$ cat src/rtl/simulador_esteira_vinho_if.sv
// Actuator/sensor bundle between the line controller and the conveyor plant model.
// The controller side (master) drives the actuators and reads the sensors;
// the plant side (slave) does the opposite.
interface simulador_esteira_vinho_if;
   logic       MOTOR;
   logic       VALVULA_ENCHIMENTO;
   logic       ATUADOR_VEDACAO;
   logic       SENSOR_POS_ENCHIMENTO;
   logic       SENSOR_POS_CQ;
   logic       SENSOR_POS_LACRE;
   logic       SENSOR_GARRAFA_CHEIA;
   logic [7:0] POSICAO;
   logic [1:0] ESTADO_GARRAFA;
   logic [7:0] GARRAFAS_SAIDA;
   logic       ERRO_DERRAME;
   logic       ERRO_SEM_ROLHA;

   modport master (
      output MOTOR, VALVULA_ENCHIMENTO, ATUADOR_VEDACAO,
      input  SENSOR_POS_ENCHIMENTO, SENSOR_POS_CQ, SENSOR_POS_LACRE, SENSOR_GARRAFA_CHEIA,
      input  POSICAO, ESTADO_GARRAFA, GARRAFAS_SAIDA, ERRO_DERRAME, ERRO_SEM_ROLHA
   );

   modport slave (
      input  MOTOR, VALVULA_ENCHIMENTO, ATUADOR_VEDACAO,
      output SENSOR_POS_ENCHIMENTO, SENSOR_POS_CQ, SENSOR_POS_LACRE, SENSOR_GARRAFA_CHEIA,
      output POSICAO, ESTADO_GARRAFA, GARRAFAS_SAIDA, ERRO_DERRAME, ERRO_SEM_ROLHA
   );
endinterface

$ cat src/rtl/simulador_esteira_vinho.sv
// Plant model of the wine bottling conveyor: turns the controller's actuator
// commands into position / fill sensors for a single bottle, counts bottles
// leaving the line and flags actuator misuse.
// Optional feature: define SIM_ERROS_EN to build the spill / missing-seal
// detectors; without it both error outputs are tied low.
module simulador_esteira_vinho #(
   parameter int PASSO_CICLOS     = 4,
   parameter int POS_ENCHIMENTO   = 2,
   parameter int POS_CQ           = 5,
   parameter int POS_LACRE        = 7,
   parameter int POS_FIM          = 9,
   parameter int TEMPO_ENCHIMENTO = 6
) (
   input logic                      CLK,
   input logic                      RESET,
   simulador_esteira_vinho_if.slave bus
);
   localparam int PW = (PASSO_CICLOS > 1) ? $clog2(PASSO_CICLOS) : 1;
   localparam int EW = $clog2(TEMPO_ENCHIMENTO + 1);

   localparam logic [7:0]    P_ENCH    = 8'(POS_ENCHIMENTO);
   localparam logic [7:0]    P_CQ      = 8'(POS_CQ);
   localparam logic [7:0]    P_LACRE   = 8'(POS_LACRE);
   localparam logic [7:0]    P_FIM     = 8'(POS_FIM);
   localparam logic [PW-1:0] PASSO_MAX = PW'(PASSO_CICLOS - 1);
   localparam logic [EW-1:0] ENCH_MAX  = EW'(TEMPO_ENCHIMENTO);

   typedef enum logic [1:0] {
      VAZIA    = 2'd0,
      ENCHENDO = 2'd1,
      CHEIA    = 2'd2,
      VEDADA   = 2'd3
   } estado_t;

   logic [7:0]    posicao;
   logic [PW-1:0] passo;
   logic [EW-1:0] enchimento;
   logic [7:0]    garrafas;
   estado_t       estado;
   estado_t       estado_prox;

   logic na_estacao;
   logic saida;
   logic enche;
   logic veda;

   // Qualifiers shared by the datapath and the bottle FSM
   always_comb begin
      na_estacao = (posicao == P_ENCH);
      saida      = (posicao == P_FIM);
      enche      = bus.VALVULA_ENCHIMENTO && na_estacao && !bus.MOTOR && (enchimento < ENCH_MAX);
      veda       = bus.ATUADOR_VEDACAO && na_estacao;
   end

   // Conveyor movement: prescaled motor steps, exit reload takes precedence over the motor
   always_ff @(posedge CLK or posedge RESET) begin
      if (RESET) begin
         posicao <= 8'd0;
         passo   <= '0;
      end else if (saida) begin
         posicao <= 8'd0;
         passo   <= '0;
      end else if (bus.MOTOR) begin
         if (passo == PASSO_MAX) begin
            passo   <= '0;
            posicao <= posicao + 8'd1;
         end else begin
            passo <= passo + PW'(1);
         end
      end else begin
         passo <= '0;
      end
   end

   // Fill level: counts qualifying valve cycles, saturating at a full bottle
   always_ff @(posedge CLK or posedge RESET) begin
      if (RESET) begin
         enchimento <= '0;
      end else if (saida) begin
         enchimento <= '0;
      end else if (enche) begin
         enchimento <= enchimento + EW'(1);
      end else begin
         enchimento <= enchimento;
      end
   end

   // Exit counter: one bottle per exit cycle, wraps naturally at 8 bits
   always_ff @(posedge CLK or posedge RESET) begin
      if (RESET) begin
         garrafas <= 8'd0;
      end else if (saida) begin
         garrafas <= garrafas + 8'd1;
      end else begin
         garrafas <= garrafas;
      end
   end

   // Bottle FSM state register
   always_ff @(posedge CLK or posedge RESET) begin
      if (RESET) begin
         estado <= VAZIA;
      end else begin
         estado <= estado_prox;
      end
   end

   // Bottle FSM next state; a fill cycle wins over a seal command in ENCHENDO
   always_comb begin
      estado_prox = estado;
      if (saida) begin
         estado_prox = VAZIA;
      end else begin
         case (estado)
            VAZIA: begin
               if (enche) begin
                  estado_prox = ((enchimento + EW'(1)) == ENCH_MAX) ? CHEIA : ENCHENDO;
               end else begin
                  estado_prox = VAZIA;
               end
            end
            ENCHENDO: begin
               if (enche && ((enchimento + EW'(1)) == ENCH_MAX)) begin
                  estado_prox = CHEIA;
               end else begin
                  estado_prox = ENCHENDO;
               end
            end
            CHEIA: begin
               if (veda) begin
                  estado_prox = VEDADA;
               end else begin
                  estado_prox = CHEIA;
               end
            end
            VEDADA:  estado_prox = VEDADA;
            default: estado_prox = VAZIA;
         endcase
      end
   end

   // Bottle FSM outputs and position-decoded sensors
   always_comb begin
      bus.ESTADO_GARRAFA        = estado;
      bus.POSICAO               = posicao;
      bus.GARRAFAS_SAIDA        = garrafas;
      bus.SENSOR_POS_ENCHIMENTO = na_estacao;
      bus.SENSOR_POS_CQ         = (posicao == P_CQ);
      bus.SENSOR_POS_LACRE      = (posicao == P_LACRE);
      bus.SENSOR_GARRAFA_CHEIA  = na_estacao && (enchimento == ENCH_MAX);
   end

`ifdef SIM_ERROS_EN
   logic erro_derrame;
   logic erro_sem_rolha;

   // Sticky misuse flags: valve open where it would spill, or a bottle leaving unsealed
   always_ff @(posedge CLK or posedge RESET) begin
      if (RESET) begin
         erro_derrame   <= 1'b0;
         erro_sem_rolha <= 1'b0;
      end else begin
         if (bus.VALVULA_ENCHIMENTO && (!na_estacao || bus.MOTOR || (enchimento == ENCH_MAX))) begin
            erro_derrame <= 1'b1;
         end else begin
            erro_derrame <= erro_derrame;
         end
         if (saida && (estado != VEDADA)) begin
            erro_sem_rolha <= 1'b1;
         end else begin
            erro_sem_rolha <= erro_sem_rolha;
         end
      end
   end

   assign bus.ERRO_DERRAME   = erro_derrame;
   assign bus.ERRO_SEM_ROLHA = erro_sem_rolha;
`else
   assign bus.ERRO_DERRAME   = 1'b0;
   assign bus.ERRO_SEM_ROLHA = 1'b0;
`endif

endmodule

$ cat src/flat_wrapper.sv
// flat-port wrapper written by rule: the top's interface ports become plain ports
module simulador_esteira_vinho_flat 
#(
   parameter int PASSO_CICLOS     = 4,
   parameter int POS_ENCHIMENTO   = 2,
   parameter int POS_CQ           = 5,
   parameter int POS_LACRE        = 7,
   parameter int POS_FIM          = 9,
   parameter int TEMPO_ENCHIMENTO = 6
)
  (CLK, RESET, bus_MOTOR, bus_VALVULA_ENCHIMENTO, bus_ATUADOR_VEDACAO, bus_SENSOR_POS_ENCHIMENTO, bus_SENSOR_POS_CQ, bus_SENSOR_POS_LACRE, bus_SENSOR_GARRAFA_CHEIA, bus_POSICAO, bus_ESTADO_GARRAFA, bus_GARRAFAS_SAIDA, bus_ERRO_DERRAME, bus_ERRO_SEM_ROLHA);
  simulador_esteira_vinho_if bus_i ();
  input logic CLK;
  input logic RESET;
  input wire logic [$bits(bus_i.MOTOR)-1:0] bus_MOTOR;
  input wire logic [$bits(bus_i.VALVULA_ENCHIMENTO)-1:0] bus_VALVULA_ENCHIMENTO;
  input wire logic [$bits(bus_i.ATUADOR_VEDACAO)-1:0] bus_ATUADOR_VEDACAO;
  output wire logic [$bits(bus_i.SENSOR_POS_ENCHIMENTO)-1:0] bus_SENSOR_POS_ENCHIMENTO;
  output wire logic [$bits(bus_i.SENSOR_POS_CQ)-1:0] bus_SENSOR_POS_CQ;
  output wire logic [$bits(bus_i.SENSOR_POS_LACRE)-1:0] bus_SENSOR_POS_LACRE;
  output wire logic [$bits(bus_i.SENSOR_GARRAFA_CHEIA)-1:0] bus_SENSOR_GARRAFA_CHEIA;
  output wire logic [$bits(bus_i.POSICAO)-1:0] bus_POSICAO;
  output wire logic [$bits(bus_i.ESTADO_GARRAFA)-1:0] bus_ESTADO_GARRAFA;
  output wire logic [$bits(bus_i.GARRAFAS_SAIDA)-1:0] bus_GARRAFAS_SAIDA;
  output wire logic [$bits(bus_i.ERRO_DERRAME)-1:0] bus_ERRO_DERRAME;
  output wire logic [$bits(bus_i.ERRO_SEM_ROLHA)-1:0] bus_ERRO_SEM_ROLHA;
  assign bus_i.MOTOR = bus_MOTOR;
  assign bus_i.VALVULA_ENCHIMENTO = bus_VALVULA_ENCHIMENTO;
  assign bus_i.ATUADOR_VEDACAO = bus_ATUADOR_VEDACAO;
  assign bus_SENSOR_POS_ENCHIMENTO = bus_i.SENSOR_POS_ENCHIMENTO;
  assign bus_SENSOR_POS_CQ = bus_i.SENSOR_POS_CQ;
  assign bus_SENSOR_POS_LACRE = bus_i.SENSOR_POS_LACRE;
  assign bus_SENSOR_GARRAFA_CHEIA = bus_i.SENSOR_GARRAFA_CHEIA;
  assign bus_POSICAO = bus_i.POSICAO;
  assign bus_ESTADO_GARRAFA = bus_i.ESTADO_GARRAFA;
  assign bus_GARRAFAS_SAIDA = bus_i.GARRAFAS_SAIDA;
  assign bus_ERRO_DERRAME = bus_i.ERRO_DERRAME;
  assign bus_ERRO_SEM_ROLHA = bus_i.ERRO_SEM_ROLHA;
  simulador_esteira_vinho #(.PASSO_CICLOS(PASSO_CICLOS), .POS_ENCHIMENTO(POS_ENCHIMENTO), .POS_CQ(POS_CQ), .POS_LACRE(POS_LACRE), .POS_FIM(POS_FIM), .TEMPO_ENCHIMENTO(TEMPO_ENCHIMENTO)) u_core (.CLK(CLK), .RESET(RESET), .bus(bus_i));
endmodule
$ cat config.mk
export PLATFORM = sky130hd
export DESIGN_NAME = simulador_esteira_vinho_flat
export DESIGN_NICKNAME = d
export VERILOG_FILES = /design/src/rtl/simulador_esteira_vinho_if.sv /design/src/rtl/simulador_esteira_vinho.sv /design/src/flat_wrapper.sv
export SDC_FILE = /design/constraint.sdc
export NUM_CORES = 1
export LEC_CHECK = 0
export CAP_MARGIN = 20
export CELL_PAD_IN_SITES_DETAIL_PLACEMENT = 1
export CELL_PAD_IN_SITES_GLOBAL_PLACEMENT = 1
export CORE_MARGIN = 10
export CORE_UTILIZATION = 30
export CTS_CLUSTER_SIZE = 24
export DETAILED_ROUTE_END_ITERATION = 6
export GPL_TIMING_DRIVEN = 0
export PLACE_DENSITY = 0.63
export SETUP_SLACK_MARGIN = 0.2
export SLEW_MARGIN = 30
export SYNTH_ARGS = -nofsm -noshare
export SYNTH_HDL_FRONTEND = slang
export SYNTH_SLANG_ARGS = --single-unit
export TNS_END_PERCENT = 30
$ cat constraint.sdc
create_clock -name CLK -period 5.55 [get_ports CLK]
set_input_delay 0.555 -clock CLK [delete_from_list [all_inputs] [get_ports CLK]]
set_output_delay 0.555 -clock CLK [all_outputs]
set_load 0.01 [all_outputs]
Word level (Yosys, flattened, before mapping) --
Index checks and enable logic that the tools add are counted. W data, S select, Z words.
Operators by class: reduce and logical (&&, ||, !) cells 12, eq/ne operators 10, muxes and demuxes 14, $add $sub $neg 4, magnitude comparators 1
Operators with widths (count):
- $mux W8 | 3
- $add A8 B1 Y8 const B | 2
- $eq A8 B3 Y1 const B | 2
- $mux W2 | 7
- $eq A8 B2 Y1 const B | 1
- $eq A8 B4 Y1 const B | 1
- $pmux W2 S4 | 1
- $eq A2 B2 Y1 const B | 3
- $eq A3 B3 Y1 const B | 2
- $logic_and A1 B1 Y1 | 6
- $mux W3 | 2
- $reduce_bool A2 Y1 | 3
- $add A3 B1 Y3 const B | 1
- $lt A3 B3 Y1 const B | 1
- $add A2 B1 Y2 const B | 1
- $eq A2 B1 Y1 const B | 1
- $logic_not A2 Y1 | 1
- $reduce_and A2 Y1 | 1
- $logic_not A1 Y1 | 1
- $mux W1 | 1
Storage, ports and cells: logic and storage cells 46, register bits after elaboration 23, output and inout port bits 24, input port bits 5

Depth between registers and ports, before layout --
word-level depth 8, gate-level depth with buffers 7, depth with buffers taken out 6

Least setup slack after synthesis --
Ideal clock, no wire load.
kind flip-flop to output port, from reg u_core.posicao[4] (netlist: u_core.bus.POSICAO[4]), to out bus_SENSOR_GARRAFA_CHEIA, stages on the path, launching flop included 5, setup slack 3.323 ns, data arrival time 1.672 ns, data required time 4.995 ns, buffers on the path 1, cell sequence dfrtp_1 > or4_4 > nor4b_2 > buf_4 > and3_1
On the way: longest elaborated chain between the ends 2
Ends and longest elaborated chain:
- from (decl) | RTL line simulador_esteira_vinho.sv:35 | logic [7:0] posicao;
- from (signal assigned) | RTL line simulador_esteira_vinho.sv:66 | posicao <= posicao + 8'd1;
- $eq A8 B2 Y1 | RTL line simulador_esteira_vinho.sv:49 | na_estacao = (posicao == P_ENCH);
- net bus_SENSOR_POS_ENCHIMENTO | RTL line flat_wrapper.sv:18 | output wire logic [$bits(bus_i.SENSOR_POS_ENCHIMENTO)-1:0] bus_SENSOR_POS_ENCHIMENTO;
- $logic_and A1 B1 Y1 | RTL line simulador_esteira_vinho.sv:150 | bus.SENSOR_GARRAFA_CHEIA = na_estacao && (enchimento == ENCH_MAX);
- to (decl) | RTL line flat_wrapper.sv:21 | output wire logic [$bits(bus_i.SENSOR_GARRAFA_CHEIA)-1:0] bus_SENSOR_GARRAFA_CHEIA;
The timed path passes the listed nets, and every way through them passes these cells.

Final worst setup path --
from reg u_core.posicao[4] (netlist: u_core.bus.POSICAO[4]), to out bus_SENSOR_GARRAFA_CHEIA
On the way: longest elaborated chain between the ends 2
Ends and longest elaborated chain (RTL line):
- $eq A8 B2 Y1 | simulador_esteira_vinho.sv:49
- $logic_and A1 B1 Y1 | simulador_esteira_vinho.sv:150
No other way between the ends.

==> metrics.md <==
| Metric | Value |
|---|---|
| Rows | `23` |
| Minimum clock period | `~3000 ps` |
| Clock sink count | `23` |
| Reg2Reg Depth | `5` |
| GR Overflow Total | `0` |
| Fin cells | `~200` |
| CTS tree | `done` |
| Post-synth ARST share | `100%` |
| Port bufs | `26` |
| CTS H-Tree Depth | `1` |
| Worst-path clk slew | `around 80 ps` |
| DIE AREA | `0.00706 mm2` |
| Delay-heaviest family, CP | `simple AND/OR/NAND/NOR gates` |
| Routed wire length | `between 2000 and 3000 um` |
| Main flop type after synthesis | `dfrtp_1` |
| Worst-Margin Slew | `about 530 ps` |
| Setup TNS | `0 ps` |
| Clk buf depth | `2` |
| Overall power | `between 0.0005 and 0.0006 W` |
| Hold Path Depth | `1` |
| Initial antenna violation count | `0` |
| Total CTS buffers | `3` |
| Max FO, Critical Path | `10` |
| Final Wtd Congestion | `0.728` |
| Rel. slew slack | `64.5%` |
| Syn avg cell area | `10.4 um2` |
| Sw Pwr | `0.000200 W` |
| Core area | `about 0.004 mm2` |
| Synth Register Bits | `23` |
| First-pass GRT wire length | `5260 um` |
| Max IR drop VDD | `0.000112 V` |
| DR WL/cell | `~15 um` |
| Pwr/cell area | `between 300 and 400 mW/mm2` |
| Post-cts resize count | `0` |
| Yosys cell types | `32` |
| DR iter-0 viols | `27` |
| Sequential share of power | `between 40% and 50%` |
| Commonest non-fill, non-tap cell in the layout | `clkdlybuf4s50_1` |
| Worst path depth | `5` |
| Maximum clock rate | `between 300 and 400 MHz` |
| # hold bufs at CTS | `0` |
| Most frequent cells in the layout | `26 x clkdlybuf4s50_1, 23 x dfrtp_1, 12 x nand2_1` |
| Outcome | `completed` |
| Clock share of power | `19.2%` |
| CP endpoint kind | `output port` |
| Max-slew violation count | `0` |
| Worst path bufs/invs | `2` |
| Die Ht | `about 84 um` |
| Skew-Pair Late Insertion Delay | `~270 ps` |
| Ports | `29` |
| Max-cap viol count | `0` |
| Critical path class | `register to output port` |
| Crit path largest cell delay | `560 ps` |
| Die width | `between 80 and 90 um` |
| Nets | `163` |
| Post-synth EDFFs | `0` |
| CP Cell Sequence | `or4_4 -> nor4b_2 -> buf_4 -> and3_1 -> clkdlybuf4s50_1` |
| Worst Hold Class | `register to register` |
| Pre-antenna DRT Iters | `2` |
| Switching part of the total | `between 30% and 40%` |
| Syn Std Cell Area | `0.00123 mm2` |
| Crit-path slowest cell | `or4_4` |
| Clock Skew | `just under 3 ps` |
| Tcrit/Tclk final | `a little over half` |
| Diodes inserted | `0` |
| Global Route Usage Sum | `8.82%` |
| Vias | `about 930` |
| Final Hold Fails | `0` |
| Number of global-route vias before repair | `1090` |
| Logic gate share of total power | `approximately 38%` |
| Startpoint types | `register` |
| Post-Syn Instances | `118` |
| Area grow syn2layout | `30.8%` |
| Largest net degree at the start of global routing | `24` |
| Leakage | `0.797 nW` |
| Starting Density | `around 31%` |
| Postcts setup bufs | `0` |
| Avg Vias per Cell | `4.67` |
| Residual DRC | `0` |
| Crit path DAT | `around 2500 ps` |
| Root buffer cell | `clkbuf_8` |
| HPWL after DPL | `roughly 2200 um` |
| DRT antenna net count | `0` |
| Ys Warns | `0` |
| Final setup fails | `0` |
| Worst Path Required | `between 4000 and 5000 ps` |
| Layout cells sized above 1 | `just over 10%` |
| Internal power | `0.000356 W` |
| Register area share after synthesis | `between 40 and 50%` |
| Placed cells | `around 200` |
| RSZ-0062 raised after global routing | `false` |
## worst register-to-register path, stage by stage, from the launching register on
cell and delay (ps):
dfrtp_1 440, or4_4 560, nor3_1 370, buf_2 320
nand4_1 140, xnor2_1 140
## cells in the mapped netlist, types with 2 or more instances
library cell  number  area (um2)
dfrtp_1           23         576
inv_1              7        26.3
nand3_1            3        15.0
xnor2_1            7        61.3
buf_4              3        22.5
nor3_4             2        32.5
and3_1             6        37.5
nor3_1             2        10.0
nand4_1            6        37.5
nor2_1             8        30.0
xor2_1             8        70.1
nand2_1           12        45.0
a211oi_1           2        15.0
a21oi_1            3        15.0
ha_1               8         100
clkbuf_1           2        7.51
## metrics by stage
stage | area [um2] | hold WS, ps | utilization (%) | setup slack, ps
after floorplan | 1230 | 412 | - | 3320
after global placement | 1560 | 424 | 39.2 | 2800
after detailed placement | 1560 | 447 | 39.2 | 2780
after CTS | 1600 | 459 | 40.3 | 2480
after global routing | 1610 | 480 | 40.5 | 2330
final | 1610 | 453 | 40.5 | 2510
## registers in the layout (all words and copies together), names as in the netlist
register	cells
u_core.bus.ESTADO_GARRAFA	2
u_core.bus.GARRAFAS_SAIDA	8
u_core.bus.POSICAO	8
u_core.enchimento	3
u_core.passo	2
## area by class of cell
cell class,count,area [um2]
Sequential cell,23,576
Tap cell,50,62.6
Clock inverter,1,5.00
Inverter,7,26.3
Buffer,7,46.3
Clock buffer,3,41.3
Multi-Input combinational cell,82,589
Fill cell,447,2360
Timing Repair Buffer,26,260
## power groups by stage
stage	clock (W)	sequential [W]	combinational [W]
final	0.000106	0.000239	0.000210
after global routing	0.000118	0.000245	0.000237
after CTS	0.000111	0.000238	0.000214
after detailed placement	0	0.000241	0.000213
after global placement	0	0.000239	0.000205
after floorplan	0	0.000240	0.000118
## worst paths after layout
path,start,endpoint,slack (ps)
worst max-delay path,u_core.bus.POSICAO[4]$_DFFE_PP0P_,bus_SENSOR_GARRAFA_CHEIA,2510
worst min-delay path,u_core.passo[0]$_DFF_PP0_,u_core.passo[0]$_DFF_PP0_,450
worst max register to register,u_core.bus.POSICAO[4]$_DFFE_PP0P_,u_core.bus.GARRAFAS_SAIDA[4]$_DFFE_PP0P_,3460
worst min register to register,u_core.passo[0]$_DFF_PP0_,u_core.passo[0]$_DFF_PP0_,450
max in group asynchronous,RESET,u_core.bus.POSICAO[3]$_DFFE_PP0P_,4570
min in group asynchronous,RESET,u_core.enchimento[1]$_DFFE_PP0P_,640
## layer usage
metal  up-vias  GRT usage (%)  routed length [um]
li1        454              -                   -
met1       454           10.3                1340
met2        17           14.4                1410
met3         4           3.52                 201
met4         0           2.74                  34
met5         -              0                   0
## kinds of logic (layout without fill, tap and decap cells)
| group | after synthesis | in the layout | share of synthesized area (%) |
|---|---|---|---|
| compound gates | 10 | 10 | 5.50 |
| xor+xnor | 15 | 15 | 10.7 |
| fa+ha+maj | 8 | 8 | 8.15 |
| buf+inv | 14 | 44 | 5.91 |
| flops | 23 | 23 | 46.8 |
| mux | 1 | 1 | 0.815 |
| other cells | 1 | 2 | 0.305 |
| simple gates | 46 | 46 | 21.8 |
No activity file was read; power rests on OpenSTA's default activity.
